$ cat src/rtl/mrsc_stream_encoder.sv
// Streaming MRSC encoder: buffers multi-lane beats in a FIFO and serializes them
// as one 32-bit codeword per cycle, tagged with lane index and last-of-beat flag.

// Combinational MRSC encoder. The 16 data bits form a 4x4 matrix d[r][c] = data[4r+c];
// codeword = {data, row parity, column parity, diagonal parity, anti-diagonal parity}.
module mrsc_encoder (
  input  logic [15:0] data,
  output logic [31:0] code
);
  logic [3:0] row_p;
  logic [3:0] col_p;
  logic [3:0] diag_p;
  logic [3:0] adiag_p;

  // diag_p[k] covers cells with (c - r) mod 4 == k; adiag_p[k] covers (c + r) mod 4 == k
  for (genvar gi = 0; gi < 4; gi++) begin : g_parity
    assign row_p[gi]   = ^data[4*gi +: 4];
    assign col_p[gi]   = data[gi] ^ data[4+gi] ^ data[8+gi] ^ data[12+gi];
    assign diag_p[gi]  = data[gi%4] ^ data[4+((gi+1)%4)] ^ data[8+((gi+2)%4)] ^ data[12+((gi+3)%4)];
    assign adiag_p[gi] = data[gi%4] ^ data[4+((gi+3)%4)] ^ data[8+((gi+2)%4)] ^ data[12+((gi+1)%4)];
  end

  assign code = {data, row_p, col_p, diag_p, adiag_p};
endmodule

module mrsc_stream_encoder #(
  parameter  int LANES = 4,
  parameter  int DEPTH = 4,
  localparam int LW    = (LANES > 1) ? $clog2(LANES) : 1,
  localparam int AW    = $clog2(DEPTH),
  localparam int BW    = LANES * 16 + 1
) (
  input  logic                clk,
  input  logic                rst,
  input  logic                in_valid,
  output logic                in_ready,
  input  logic [LANES*16-1:0] in_data,
  input  logic                in_enc_en,
  output logic                out_valid,
  input  logic                out_ready,
  output logic [31:0]         out_word,
  output logic [LW-1:0]       out_lane,
  output logic                out_last,
  output logic [AW:0]         fifo_level,
  output logic [31:0]         word_count
);
  typedef enum logic {IDLE, SEND} state_t;

  state_t        state_reg, state_next;
  logic [BW-1:0] mem [DEPTH];
  logic [AW-1:0] wr_ptr_reg, rd_ptr_reg;
  logic [AW:0]   level_reg;
  logic [BW-1:0] hold_reg;
  logic [LW-1:0] lane_reg, lane_next;
  logic [31:0]   count_reg;
  logic          push, pop, fifo_empty, last_lane, out_fire;
  logic [15:0]   lane_words [LANES];
  logic [15:0]   lane_data;
  logic [31:0]   enc_word;

  assign in_ready   = (level_reg != (AW+1)'(DEPTH));
  assign push       = in_valid && in_ready;
  assign fifo_empty = (level_reg == '0);
  assign last_lane  = (lane_reg == LW'(LANES - 1));
  assign out_fire   = out_valid && out_ready;

  always_comb begin
    state_next = state_reg;
    lane_next  = lane_reg;
    pop        = 1'b0;
    out_valid  = 1'b0;
    case (state_reg)
      IDLE: begin
        if (!fifo_empty) begin
          pop        = 1'b1;
          lane_next  = '0;
          state_next = SEND;
        end
      end
      SEND: begin
        out_valid = 1'b1;
        if (out_ready) begin
          if (!last_lane) begin
            lane_next = lane_reg + 1'b1;
          end else if (!fifo_empty) begin
            // back-to-back pop keeps the output stream free of bubbles
            pop       = 1'b1;
            lane_next = '0;
          end else begin
            lane_next  = '0;
            state_next = IDLE;
          end
        end
      end
      default: state_next = IDLE;
    endcase
  end

  // Storage array left unreset so it can map onto block RAM
  always_ff @(posedge clk) begin
    if (push) begin
      mem[wr_ptr_reg] <= {in_enc_en, in_data};
    end
  end

  always_ff @(posedge clk or posedge rst) begin
    if (rst) begin
      state_reg  <= IDLE;
      wr_ptr_reg <= '0;
      rd_ptr_reg <= '0;
      level_reg  <= '0;
      hold_reg   <= '0;
      lane_reg   <= '0;
      count_reg  <= '0;
    end else begin
      state_reg <= state_next;
      lane_reg  <= lane_next;
      if (push) begin
        wr_ptr_reg <= wr_ptr_reg + 1'b1;
      end
      if (pop) begin
        rd_ptr_reg <= rd_ptr_reg + 1'b1;
        hold_reg   <= mem[rd_ptr_reg];
      end
      case ({push, pop})
        2'b10:   level_reg <= level_reg + 1'b1;
        2'b01:   level_reg <= level_reg - 1'b1;
        default: level_reg <= level_reg;
      endcase
      if (out_fire) begin
        count_reg <= count_reg + 32'd1;
      end
    end
  end

  for (genvar gi = 0; gi < LANES; gi++) begin : g_lane
    assign lane_words[gi] = hold_reg[16*gi +: 16];
  end

  assign lane_data = lane_words[lane_reg];

  mrsc_encoder u_enc (
    .data (lane_data),
    .code (enc_word)
  );

  // Top bit of the holding register is the per-beat encode/bypass mode
  assign out_word   = hold_reg[BW-1] ? enc_word : {lane_data, 16'h0000};
  assign out_lane   = lane_reg;
  assign out_last   = out_valid && last_lane;
  assign fifo_level = level_reg;
  assign word_count = count_reg;
endmodule

$ cat config.mk
export PLATFORM = sky130hd
export DESIGN_NAME = mrsc_stream_encoder
export DESIGN_NICKNAME = d
export VERILOG_FILES = /design/src/rtl/mrsc_stream_encoder.sv
export SDC_FILE = /design/constraint.sdc
export NUM_CORES = 1
export LEC_CHECK = 0
export CORE_UTILIZATION = 52
export CTS_CLUSTER_SIZE = 16
export DETAILED_ROUTE_END_ITERATION = 10
export PLACE_DENSITY = 0.86
export SLEW_MARGIN = 20
export SYNTH_ARGS = -nofsm -noshare
export SYNTH_HDL_FRONTEND = slang
export SYNTH_HIERARCHICAL = 1
export SYNTH_SLANG_ARGS = --single-unit
$ cat constraint.sdc
create_clock -name clk -period 3.6 [get_ports clk]
set_input_delay 1.08 -clock clk [delete_from_list [all_inputs] [get_ports clk]]
set_output_delay 1.08 -clock clk [all_outputs]
set_load 0.01 [all_outputs]
# After elaboration in Yosys (flattened, before gate mapping)
# Memory sizes are Yosys's and may differ from the RTL's. A register that Yosys moved wholly into a read port is not among the register bits.
# Cells that the tools add are included.
totals:
  ramBits: 260
  mem_count: 1
  inputBits: 69
  reg_bits: 42
mem_list:
  columns: ["memory", "depth", "word_bits", "rd", "rd_clocked_by_memory_dff", "wr", "line_no", "rtl"]
  rows:
  - ["mem", 4, 65, 1, 1, 1, "50", "logic [BW-1:0] mem [DEPTH];"]
op_classes:
  n_reduce_logical: 10
  order_cmp: 1
  eq_ne: 6
  mux: 19
  add_sub_neg: 6
  bitwise_logic: 38
ops:
  columns: ["op", "count"]
  rows:
  - ["$mux 16", 3]
  - ["$xor 1x1->1", 36]
  - ["$add 32x1->32 const B", 1]
  - ["$bmux 16 s2", 1]
  - ["$reduce_xor 4->1", 4]
  - ["$mux 1", 8]
  - ["$add 2x1->2 const B", 3]
  - ["$mux 2", 3]
  - ["$pmux 3 s2", 1]
  - ["$eq 2x2->1 const B", 2]
  - ["$ne 2x2->1 const B", 2]
  - ["$pmux 1 s2", 2]
  - ["$pmux 2 s2", 1]
  - ["$add 3x1->3 const B", 1]
  - ["$ge 3x3->1 const B", 1]
  - ["$logic_and 1x1->1", 3]
  - ["$logic_not 3->1", 1]
  - ["$ne 3x3->1 const B", 1]
  - ["$not 2->3", 1]
  - ["$sub 3x1->3 const B", 1]
  - ["$eq 2x1->1 const B", 1]
  - ["$reduce_and 2->1", 1]
  - ["$reduce_bool 2->1", 1]
  - ["$not 1->1", 1]

# Depth between registers and ports, before layout
depth:
  depth_word: 8
  depth_mapped: 11

# Cells and area by module
# The synthesis kept the hierarchy.
modules_own_cells:
  columns: ["mod", "area_each_um2", "instances", "cells_per_inst", "seq_area_each_um2"]
  rows:
  - ["mrsc_stream_encoder", 14481.4, 1, 722, 10485.1]
  - ["mrsc_encoder", 485.5, 1, 56, 0.0]

# Worst setup path after synthesis
# No wires, ideal clock.
synth_path:
  kind: "register to output"
  start: "reg lane_reg[0] (netlist: out_lane[0])"
  end: "out out_word[3]"
  setup_slack_ns: 0.344
  arrival_time_ns: 2.176
  stages_incl_launch_ff: 7
  n_path_buf: 2
  cell_sequence: "dfrtp_1 -> buf_2 -> buf_2 -> mux4_2 -> xnor2_1 -> xor2_1 -> and2_1"
synth_lines:
  columns: ["item", "line_no", "rtl"]
  rows:
  - ["start: declaration", "54", "logic [LW-1:0] lane_reg, lane_next;"]
  - ["start signal: assignment", "117", "lane_reg <= lane_next;"]
  - ["$not 2->3 (implied by the code)", "140", "assign lane_data = lane_words[lane_reg];"]
  - ["$bmux 16 s2", "140", null]
  - ["$mux 16 (implied by the code) (2 in a row)", "140", null]
  - ["via lane_data[9]", "58", "logic [15:0] lane_data;"]
  - ["$xor 1x1->1 (2 in a row)", "20", "assign adiag_p[gi] = data[gi%4] ^ data[4+((gi+3)%4)] ^ data[8+((gi+2)%4)] ^ data[12+((gi+1)%4)];"]
  - ["via enc_word[3]", "59", "logic [31:0] enc_word;"]
  - ["$mux 16", "148", "assign out_word = hold_reg[BW-1] ? enc_word : {lane_data, 16'h0000};"]
  - ["end: declaration", "41", "output logic [31:0] out_word,"]
# The timed path passes the listed nets, and every way through them passes these cells. The select of a mux whose other input is x is not followed.

# Worst setup path after layout
layout_path:
  start: "reg lane_reg[0] (netlist: out_lane[0])"
  end: "out out_word[7]"
layout_lines:
  columns: ["item", "line_no", "rtl"]
  rows:
  - ["$not 2->3 (implied by the code)", "140", null]
  - ["$bmux 16 s2", "140", null]
  - ["$mux 16 (implied by the code) (2 in a row)", "140", null]
  - ["via lane_data[9]", "58", null]
  - ["$xor 1x1->1 (2 in a row)", "19", "assign diag_p[gi] = data[gi%4] ^ data[4+((gi+1)%4)] ^ data[8+((gi+2)%4)] ^ data[12+((gi+3)%4)];"]
  - ["via enc_word[7]", "59", null]
  - ["$mux 16", "148", null]
# The timed path passes the listed nets, and every way through them passes these cells. The select of a mux whose other input is x is not followed.

==> flow_summary.toml <==
[yosys]
synth_top_family_by_area = "multiplexers"
async_flop_share_pct = 29.2
synth_area_leader_cell = "edfxtp_1"
synth_cell_type_count = 35
ys_warn_count = 6
synth-seq-area-share_pct = 70.1
synth_edf_count = 260
ys_ff_latch = 367
syn_avg_cell_area_um2 = 19.2
synth_top_area_share_pct = 52.2
syn_area_um2 = 15000
synth_compound_area_share_pct = 0.167
synth_xor_area_share_pct = 4.61
yosys.area_share.adder_pct = 0.719
synthFlopType = "edfxtp_1"
synthCells = 778
syn_nets = 855
yosys.area_share.simple_pct = 3.85
yosys-mux-area-fraction_pct = 18.5
yosys-top-cells-area = "edfxtp_1, dfrtp_1, mux4_2"

[clocking]
ctsHtreeMaxLevel = 2
cts_buffers = 37
clk_latency_ns = 0.53
clk_pin_slew_ns = 0.06
ctsHoldBuffers = 0
cts_root_buf = "clkbuf_16"
cts_buffer_depth = 3
cts_tree = "done"
clock_sinks = 367

[placed_design]
place_congestion = 0.798
place_hpwl_mm = 19.6
dpl_cell_area_um2 = 16800
place_inst = 1261
io_buffers = 140

[worst_setup_path]
ff2ff_path_depth = 12
worstPathMaxFanout = 8
critical_path.endpoint_type = "output port"
worstPathRequired_ns = 2.52
worstPathArrival_ns = 2.73
start_kind = "register"
critPathKind = "register to output port"

[min_path]
hold_class = "register to register"
min_path_cells = 1

[grt]
grt_pass1_wl_mm = 49.5
grt_max_degree = 68
grt_usage_pct = 23.2
grt-ovfl-total = 0
antenna_found_initial = 1
grt_pass1_vias = 8376

[cells_and_area]
area_growth_syn_to_layout_pct = 25.5
diodes = 0
stdcell_area_um2 = 18800
layout-drive-gt1-share_pct = 34.4
layout.cells.non_filler = 1376
fin_nets = 1048
post-route-util_pct = 67.0
largest_reg_flops = 260

[sta]
hold_viol_final = 0
fmax_mhz = 263
drv_slew = 0
rsz0062_at_grt = "true"
worstMarginPinSlew_ns = 0.712
layout_setup_ws_ns = -0.209
period_needed_ns = 3.81
fin_crit_sh_pct = 106
finClkSkew_ns = 0.0184
slew_headroom_pct = 52.1
setup_viol = 20

[power]
ir_drop_uv = 622
clockPowerShare_pct = 18.9
p_comb_share_pct = 49.3
p_leak_uw = 0.00685
power_switching_uw = 6990
p_sw_share_pct = 34.6
power_frac_seq_pct = 31.8
intPower_uw = 13200
powerDensity_nw_per_um2 = 1080

[run_status]
status = "complete, but fails checks"
violations = "setup timing"

[routing]
drt_iter0_markers = 599
viasPerCell = 5.85
drt-total-wl_mm = 35.5
routedWlPerCell_um = 25.8
drc = 0
dr.pass1.iters = 5
vias = 8053
drtAntennaViolNets = 0

[floorplan]
die_w_um = 172
dieArea_um2 = 29500
core_um2 = 28000
dieHeight_um = 172
io_pins = 141
floorplan.initialDensity_pct = 53.4
rows = 61

[run]
drv_cap = 0
-- synthesized netlist by cell type (all sizes together) (5+ instances only) --
master / n
and2: 19
and3: 8
and4: 5
buf: 32
clkbuf: 19
dfrtp: 107
edfxtp: 260
ha: 7
inv: 10
mux2: 84
mux4: 81
nand2: 19
nand3: 10
nand4: 8
nor2: 6
nor3: 10
xnor2: 46
xor2: 31
-- power by group through the flow --
stage | logic [uW] | clock network, uW | registers [uW]
2_1_floorplan | 4960 | 0 | 6070
3_3_place_gp | 7350 | 0 | 6350
3_5_place_dp | 7490 | 0 | 6420
4_1_cts | 8270 | 3800 | 6350
5_1_grt | 10400 | 4000 | 6520
6_report | 9960 | 3820 | 6440
-- critical path: stages, from the launching register on --
cell     delay [ns]
dfrtp_1        0.43
buf_8          0.19
mux4_2         0.59
buf_12         0.18
xnor2_4        0.21
buf_6          0.13
xor2_2         0.18
and2_4         0.18
buf_6          0.10
-- cell families (layout without fill, tap and decap cells) --
group                    after synthesis  in the layout
buffers and inverters                 61            281
AO/OA/AOI/OAI                          5              5
XOR/XNOR                              77             77
flip-flops                           367            367
multiplexers                         165            165
AND/OR/NAND/NOR                       95             95
adder cells (fa/ha/maj)                8              8
-- per-stage QoR --
| step | total power [uW] | worst slack, ns | setup TNS [ns] | hold WS [ns] |
|---|---|---|---|---|
| 2_1_floorplan | 11000 | 0.344 | 0 | 0.475 |
| 5_1_grt | 20900 | -0.234 | -3.23 | 0.502 |
| 4_1_cts | 18400 | -0.0784 | -0.290 | 0.478 |
| 3_5_place_dp | 13900 | 0.128 | 0 | 0.471 |
| 3_3_place_gp | 13700 | 0.127 | 0 | 0.460 |
| 6_report | 20200 | -0.209 | -1.84 | 0.472 |
-- routing by layer --
| layer | vias to the layer above | wire, um | global-route usage, % |
|---|---|---|---|
| li1 | 3386 | - | - |
| met1 | 4209 | 13400 | 29.8 |
| met2 | 378 | 17900 | 39.3 |
| met3 | 78 | 2590 | 4.35 |
| met4 | 2 | 1530 | 8.77 |
| met5 | - | 13 | 0 |
-- repair_timing --
action                     4_1_cts  5_1_grt
cloned                           1        0
pin swaps                        7       17
resized for setup               97       80
setup endpoints to repair       32       20
setup buffers                   33       17
-- placed cells by master (no fill, tap or decap), types with 8 or more instances in the layout --
| cell | synthesis | final |
|---|---|---|
| clkbuf_16 | 0 | 37 |
| and2_1 | 19 | 12 |
| nand4_1 | 8 | 8 |
| nand3_1 | 10 | 10 |
| nand2_1 | 19 | 19 |
| inv_1 | 10 | 9 |
| xor2_1 | 29 | 22 |
| buf_6 | 1 | 35 |
| clkbuf_1 | 19 | 9 |
| clkdlybuf4s50_1 | 0 | 108 |
| xnor2_4 | 0 | 8 |
| edfxtp_1 | 260 | 260 |
| buf_12 | 0 | 9 |
| xnor2_1 | 46 | 32 |
| buf_4 | 16 | 33 |
| mux4_2 | 81 | 81 |
| dfrtp_1 | 107 | 105 |
| nor3_1 | 10 | 10 |
| mux2_2 | 84 | 84 |
-- final cells by class --
class,count,area [um2]
timing repair buffer,205,2090
clock inverter,15,158
fill,1720,9230
tap,378,473
sequential,367,10500
multi-input combinational,350,4490
inverter,10,41.3
clock buffer,51,1030
-- path summary, 6_finish.rpt --
check                                  to      startpoint  slack [ns]
setup reg to reg            fifo_level[2]     out_lane[0]        1.09
min in group asynchronous  word_count[15]             rst        0.99
setup / recovery              out_word[7]     out_lane[0]       -0.21
hold / removal             word_count[31]  word_count[31]        0.47
max in group asynchronous    hold_reg[31]             rst        1.98
hold reg to reg            word_count[31]  word_count[31]        0.47
Power figures use the tool's default switching activity.
